File: config.mk
export PLATFORM = sky130hd
export DESIGN_NAME = xt_kbd_receiver
export DESIGN_NICKNAME = d
export VERILOG_FILES = /design/src/rtl/xt_kbd_receiver.sv
export SDC_FILE = /design/constraint.sdc
export NUM_CORES = 1
export LEC_CHECK = 0
export BUFFER_PORTS_ARGS = -buffer_cell sky130_fd_sc_hd__buf_2
export CAP_MARGIN = 10
export CORE_ASPECT_RATIO = 0.75
export CORE_MARGIN = 8
export CORE_UTILIZATION = 30
export CTS_BUF_LIST = sky130_fd_sc_hd__clkbuf_8
export DETAILED_ROUTE_END_ITERATION = 6
export SYNTH_ARGS = -nofsm -noshare
export SYNTH_HDL_FRONTEND = slang
export SYNTH_SLANG_ARGS = --single-unit
File: constraint.sdc
create_clock -name CLK -period 1.39 [get_ports CLK]
set_clock_uncertainty 0.05 [all_clocks]
set_input_delay 0.2085 -clock CLK [delete_from_list [all_inputs] [get_ports CLK]]
set_output_delay 0.2085 -clock CLK [all_outputs]
set_load 0.02 [all_outputs]
File: src/rtl/xt_kbd_receiver.sv
`default_nettype none
// ============================================================================
// Module   : xt_kbd_receiver
// Purpose  : PC-side XT keyboard port receiver. Generates the free-running
//            keyboard clock, deserialises XT-format frames from the scan code
//            translator and presents each byte with a latched IRQ request.
// Ports    : CLK          system clock, rising edge
//            RESET        synchronous active-high reset
//            KBD_CLK      free-running keyboard clock (out)
//            KBD_DATA     serial XT data, changes just after KBD_CLK rises
//            KBD_RESET_N  keyboard reset, active low (out)
//            IRQ_CLEAR    one-cycle acknowledge strobe
//            SCAN_CODE    last delivered scan code (out, 8 bits)
//            IRQ          byte pending (out)
//            OVERRUN      sticky: byte arrived while IRQ set (out)
//            FRAME_ERR    one-cycle pulse on a discarded malformed frame (out)
// Revision : 1.0 - initial release
// ============================================================================
module xt_kbd_receiver #(
  parameter int HALF_PERIOD = 200
) (
  input  logic       CLK,
  input  logic       RESET,
  output logic       KBD_CLK,
  input  logic       KBD_DATA,
  output logic       KBD_RESET_N,
  input  logic       IRQ_CLEAR,
  output logic [7:0] SCAN_CODE,
  output logic       IRQ,
  output logic       OVERRUN,
  output logic       FRAME_ERR
);

  localparam int DIV_W = (HALF_PERIOD > 1) ? $clog2(HALF_PERIOD) : 1;
  localparam logic [DIV_W-1:0] DIV_LAST = DIV_W'(HALF_PERIOD - 1);

  localparam logic [1:0] ST_IDLE   = 2'd0;
  localparam logic [1:0] ST_START2 = 2'd1;
  localparam logic [1:0] ST_DATA   = 2'd2;
  localparam logic [1:0] ST_STOP   = 2'd3;

  logic [DIV_W-1:0] r_div;
  logic [1:0]       r_fall_pipe;
  logic             r_strobe;
  logic             r_sync1;
  logic             r_sync2;
  logic [1:0]       r_state;
  logic [2:0]       r_bit_cnt;
  logic [7:0]       r_shift;

  logic w_fall_now;
  logic w_deliver;

  // KBD_CLK is about to go 1->0 on this edge.
  assign w_fall_now = (r_div == DIV_LAST) && KBD_CLK;
  assign w_deliver  = r_strobe && (r_state == ST_STOP) && r_sync2;

  // Keyboard clock generator and keyboard reset release.
  always_ff @(posedge CLK) begin
    if (RESET) begin
      r_div       <= '0;
      KBD_CLK     <= 1'b1;
      KBD_RESET_N <= 1'b0;
    end else begin
      KBD_RESET_N <= 1'b1;
      if (r_div == DIV_LAST) begin
        r_div   <= '0;
        KBD_CLK <= ~KBD_CLK;
      end else begin
        r_div <= r_div + 1'b1;
      end
    end
  end

  // Data synchroniser and sample strobe. The fall event is delayed through
  // two flops then the strobe flop, so the strobe is high two cycles after
  // the cycle in which KBD_CLK became 0, in step with the synchronised data.
  always_ff @(posedge CLK) begin
    if (RESET) begin
      r_sync1     <= 1'b1;
      r_sync2     <= 1'b1;
      r_fall_pipe <= 2'b00;
      r_strobe    <= 1'b0;
    end else begin
      r_sync1     <= KBD_DATA;
      r_sync2     <= r_sync1;
      r_fall_pipe <= {r_fall_pipe[0], w_fall_now};
      r_strobe    <= r_fall_pipe[1];
    end
  end

  // Frame deserialiser.
  always_ff @(posedge CLK) begin
    if (RESET) begin
      r_state   <= ST_IDLE;
      r_bit_cnt <= 3'd0;
      r_shift   <= 8'h00;
      FRAME_ERR <= 1'b0;
    end else begin
      FRAME_ERR <= 1'b0;
      if (r_strobe) begin
        case (r_state)
          ST_IDLE: begin
            if (!r_sync2) r_state <= ST_START2;
          end
          ST_START2: begin
            if (!r_sync2) begin
              r_state   <= ST_DATA;
              r_bit_cnt <= 3'd0;
            end else begin
              r_state   <= ST_IDLE;
              FRAME_ERR <= 1'b1;
            end
          end
          ST_DATA: begin
            // LSB arrives first, so shifting right leaves D0 in bit 0.
            r_shift   <= {r_sync2, r_shift[7:1]};
            r_bit_cnt <= r_bit_cnt + 3'd1;
            if (r_bit_cnt == 3'd7) r_state <= ST_STOP;
          end
          default: begin
            // Stop bit: a good stop is handled by w_deliver below.
            r_state <= ST_IDLE;
            if (!r_sync2) FRAME_ERR <= 1'b1;
          end
        endcase
      end
    end
  end

  // Host-side holding register. An acknowledge coinciding with a delivery
  // makes room for the new byte, so it loads rather than overruns.
  always_ff @(posedge CLK) begin
    if (RESET) begin
      SCAN_CODE <= 8'h00;
      IRQ       <= 1'b0;
      OVERRUN   <= 1'b0;
    end else if (w_deliver) begin
      if (!IRQ || IRQ_CLEAR) begin
        SCAN_CODE <= r_shift;
        IRQ       <= 1'b1;
        OVERRUN   <= 1'b0;
      end else begin
        OVERRUN <= 1'b1;
      end
    end else if (IRQ_CLEAR) begin
      IRQ     <= 1'b0;
      OVERRUN <= 1'b0;
    end
  end

endmodule
`default_nettype wire

# Yosys cells after proc, flatten, opt, wreduce, memory -nomap -nowiden
# Cells that the tools add are included.
# word_totals
regBits	39
in_bits	4
output_inout_bits	13
word_cells	58
# classes
add_sub_neg	2
n_eq_ne	9
n_mux	15
bitwise	2
n_reduce_logical	16
# ops
cell	count
$add 8x1->8 const B	1
$eq 8x8->1 const B	1
$mux 1	8
$mux 2	3
$ne 2x2->1 const B	3
$pmux 2 s3	1
$pmux 3 s2	1
$reduce_and 2->1	3
$reduce_and 3->1	2
$reduce_or 2->1	3
$eq 2x2->1 const B	2
$reduce_bool 2->1	2
$add 3x1->3 const B	1
$eq 3x3->1 const B	1
$logic_and 1x1->1	3
$mux 3	1
$eq 2x1->1 const B	1
$logic_not 2->1	1
$ne 2x1->1 const B	1
$not 1->1	2
$pmux 1 s2	1
$logic_not 1->1	1
$logic_or 1x1->1	1

# Logic depth before layout (Yosys ltp)
# logic_depth
ltp_word	5
mapped_depth	5
ltp_nobuf	5

# Worst setup path before layout
# Ideal clock, no wire load.
# synth_timing
path_type	reg-to-reg
from	register r_div[0]
to	register r_div[6]
setup_ns	0.070
arrival_ns	1.112
required_ns	1.270
slack_ns	0.158
path_stages_with_launch	5
path_buffers	0
period_less_slack_ns	1.232
path_cell_list	dfxtp_1 ha_1 inv_1 or3_1 a21oi_1
# synth_via
elab_chain_len	2
elab_cells_between_ends	3
classes_between	add/sub (1); eq/ne (1); reduce/logical (1)
# synth_lines
item	line_no	text
from (decl)	42	logic [DIV_W-1:0] r_div;
from (signal assigned)	70	r_div <= r_div + 1'b1;
parallel branches: the longest is 2 deep, another holds $add 8x1->8	n/a	
# Several ways; the timed one is not identified.
# A chain may end at the register's enable or synchronous reset.

# Final worst setup path
# layout_timing
from	register r_div[1]
to	register r_div[6]
# Same word-level chain as after synthesis.

==> results.md <==
- The run finished with clean final reports.
- The proportion of layout cells with a drive suffix above 1 is 22.4%.
- The share of synthesized area occupied by flip-flops and latches is around half.
- The post-route antenna net violation count is 0.
- Counting I/O delays and the setup requirement, the final critical path takes 1290 ps.
- Counting every sink on the clock net gives 39.
- The setup check on the worst reg-to-reg path leaves a slack of between 100 and 150 ps.
- In this run the biggest area consumer among cell types represents between 50 and 60% of the synthesized area.
- In the routed design, unresolved DRC markers number 0.
- From synthesis to final layout, the design area changed by 20.1%.
- The async set-reset flop share out of synthesis is 0%.
- The number of enable-type register cells in the synthesized netlist is 0.
- The starting utilization of the core area is 31.2%.
- The design draws roughly 2.2 mW.
- The element type at the critical path end is a flip-flop.
- The final RePlAce weighted congestion is 0.783.
- The number of max-capacitance violations reported is 0.
- The setup-violating endpoint count in the final report is 0.
- Headroom to the max-slew limit came out at 76.2%.
- TritonCTS built the clock tree.
- Global routing used 8.39% of the available tracks across all layers.
- The area of the mapped netlist is 1530 um^2.
- The met2 capacity usage during global routing is 11.8%.
- The total inserted antenna cells is 0.
- In this run the power density over the cells is 1180 nW/um^2.
- The worst register-to-register path ends at r_div[6]$_SDFF_PP0_.
- Global routing used roughly 2.9% of the available met3 tracks.
- The worst IR drop on VDD is 0.865 mV.
- In this run, CTS created clock tree buffers numbering 5.
- The transition time at the pin with the least slew margin is ~360 ps.
- The clock slew seen by the registers of the worst setup and hold paths is 70 ps.
- The number of standard cells after synthesis is 168.
- CTS placed an instance of sky130_fd_sc_hd__clkbuf_8 at the clock tree root.
- The final hold violation count was 0.
- The net count of the finished layout is 198.
- The number of H-tree branching levels is 2.
- The post-route clock period utilization is between 90% and 100%.
- The startpoint of the worst register-to-register path is r_div[1]$_SDFF_PP0_.
- The placed wire-length estimate after detailed placement is 2130 um.
- Setup repair after global routing left no endpoint under its margin.
- The first TritonRoute pass finished after 4 iterations.
- The die covers roughly 7700 um^2.
- The highest-utilization routing layer at the global route stage is met2.
- Measured in cells, the most critical reg-to-reg path has a length of 4.
- No sink is reached through more buffers than the 2 on the longest clock path.
- For this run the aggregate overflow at the end of global routing stands at 0.
- The met1 capacity usage during global routing is 11.3%.
- The number of placed I/O pins is 17.
- In the synthesized netlist the dominant register cell turns out to be sky130_fd_sc_hd__dfxtp_1.
- By count the netlist is led by 39 x sky130_fd_sc_hd__dfxtp_1, 25 x sky130_fd_sc_hd__a21oi_1, 19 x sky130_fd_sc_hd__nand3_1.
- The worst setup path is of the flip-flop to flip-flop kind.
- STA classifies the critical path startpoint as a flip-flop.
- For this block, the routed nets add up to 3050 um of wire.
- Entering global routing, the biggest net connects 18 pins.
- The number of global-route vias before repair was between 1k and 1.5k.
- At the worst endpoint, the arrival time is roughly 1500 ps.
- Synthesis produced a netlist with a net count of about 180.
- The placeable core area is about 4900 um^2.
- The number of flip-flops and latches in the synthesized netlist is 39.
- In this run the vertical extent of the chip is 77.8 um.
- After synthesis, the netlist uses 34 different library cells.
- The number of cells traversed by the worst hold path is 2.
- Averaged over all synthesized cells, the footprint is 9.09 um^2.
- The number of vias per cell after detailed routing is 4.67.
- The worst hold path begins at KBD_DATA.
- Port buffering added 16 buffers.
- After floorplanning, the core was divided into 22 placement rows.
- The first global-routing pass estimated 5290 um of wire.
- Across all layers, the routed design uses 1177 vias.
- The final total negative setup slack is 0 ps.
- The number of max-slew violations in the final report is 0.
- For the worst setup path, the data required time is around 1600 ps.
- The path with the worst hold slack has its endpoint at r_sync1$_SDFF_PP1_.
- In this run the static leakage power is 0.675 nW.
- The maximum achievable frequency is 777 MHz.
- The most frequently used cell type in the post-synthesis netlist is sky130_fd_sc_hd__dfxtp_1.
- The number of antenna violations at the first check in global routing was 0.
- Of all nets on the critical path, the largest fanout is 4.
- During synthesis, Yosys emitted a total of 0 warnings.
- The number of hold-repair buffers added at the cts stage is 0.
- The die is between 90 and 100 um wide.
- The cell taking the most area after synthesis is sky130_fd_sc_hd__dfxtp_1.
- The clock latency reported for the late side of the worst-skew pair is a little under 300 ps.
- The class of the tightest hold or removal check is input pin to flip-flop.
- After detailed routing, the average wire length per cell comes to about 12 um.
- After the first detailed-routing iteration, the DRC count stood at 57.
- Sorting the synthesized cells by area gives the leading types as sky130_fd_sc_hd__dfxtp_1 51%, sky130_fd_sc_hd__a21oi_1 8.2%, sky130_fd_sc_hd__nand3_1 6.2%.
==> critical path, cell delays in order, from the launching register on <==
cell and delay (ps):
sky130_fd_sc_hd__dfxtp_1 370, sky130_fd_sc_hd__ha_2 230, sky130_fd_sc_hd__inv_1 70, sky130_fd_sc_hd__or3_1 360, sky130_fd_sc_hd__a21oi_1 140
==> metrics by stage <==
step / worst slack (ps) / instance area, um^2 / hold slack, ps / util, % / instances
5_1_grt: 12.8 / 1830 / 66.4 / 37.4 / 252
3_3_place_gp: 88.3 / 1710 / 351 / 34.9 / 244
2_1_floorplan: 158 / 1530 / 262 / - / 168
4_1_cts: 56.5 / 1830 / 61.6 / 37.3 / 252
3_5_place_dp: 63.3 / 1710 / 352 / 34.9 / 244
6_report: 103 / 1830 / 63.7 / 37.4 / 252
==> worst max-delay path by stage <==
stage,from,to
2_1_floorplan,r_div[0]$_SDFF_PP0_,r_div[6]$_SDFF_PP0_
3_3_place_gp,r_div[1]$_SDFF_PP0_,r_div[6]$_SDFF_PP0_
3_5_place_dp,r_div[1]$_SDFF_PP0_,r_div[6]$_SDFF_PP0_
4_1_cts,r_state[1]$_SDFFE_PP0P_,SCAN_CODE[6]$_SDFFE_PP0P_
5_1_grt,r_div[1]$_SDFF_PP0_,r_div[6]$_SDFF_PP0_
6_report,r_div[1]$_SDFF_PP0_,r_div[6]$_SDFF_PP0_
==> registers in the layout (all words and copies together) (netlist names) <==
name,cells
KBD_RESET_N,1
r_shift,8
r_div,8
r_sync2,1
IRQ,1
r_fall_pipe,2
FRAME_ERR,1
r_bit_cnt,3
SCAN_CODE,8
r_sync1,1
OVERRUN,1
r_strobe,1
KBD_CLK,1
r_state,2
==> where the power goes <==
group | switching [mW] | internal, mW
combinational | 0.0354 | 0.0255
sequential | 0.00919 | 1.13
clock | 0.384 | 0.581
==> repair_timing <==
action,4_1_cts,5_1_grt
resized for setup,0,4
buffers inserted,0,0
setup endpoints to repair,0,16
==> metal layers <==
layer | routed length [um] | share of wire, % | vias up
met5 | 0 | 0 | -
met4 | 23 | 0.76 | 0
met3 | 98 | 3.2 | 2
met2 | 1210 | 40 | 14
met1 | 1720 | 56 | 520
li1 | - | - | 641
==> cell families after synthesis <==
logic type,count (synthesis),share of synthesized area [%]
buffers and inverters,12,3.36
AND/OR/NAND/NOR,65,24.9
flip-flops,39,51.1
XOR/XNOR,3,1.72
adder cells (fa/ha/maj),3,2.46
AO/OA/AOI/OAI,44,15.2
multiplexers,2,1.31
==> final cells by class <==
class / instances / area, um^2
Fill cell: 529 / 3070
Sequential cell: 39 / 781
Multi-Input combinational cell: 117 / 702
Timing Repair Buffer: 25 / 148
Clock buffer: 6 / 82.6
Tap cell: 60 / 75.1
Clock inverter: 2 / 35.0
Inverter: 3 / 11.3
==> layout by cell type (no fill, tap or decap), drive strengths merged <==
cell type / instances
dfxtp: 39
a21oi: 26
buf: 25
nand3: 19
o21ai: 16
nand2: 11
nor2: 9
clkbuf: 6
nor2b: 4
or3: 4
inv: 3
nand3b: 3
ha: 3
o221ai: 2
mux2i: 2
nand2b: 2
xnor2: 2
nor3: 2
or2: 2
nand4: 2
and2b: 1
and4: 1
and2: 1
nand4bb: 1
xor2: 1
and4b: 1
nor4b: 1
nor4bb: 1
bufinv: 1
clkinv: 1
No activity file was read; power rests on OpenSTA's default activity.
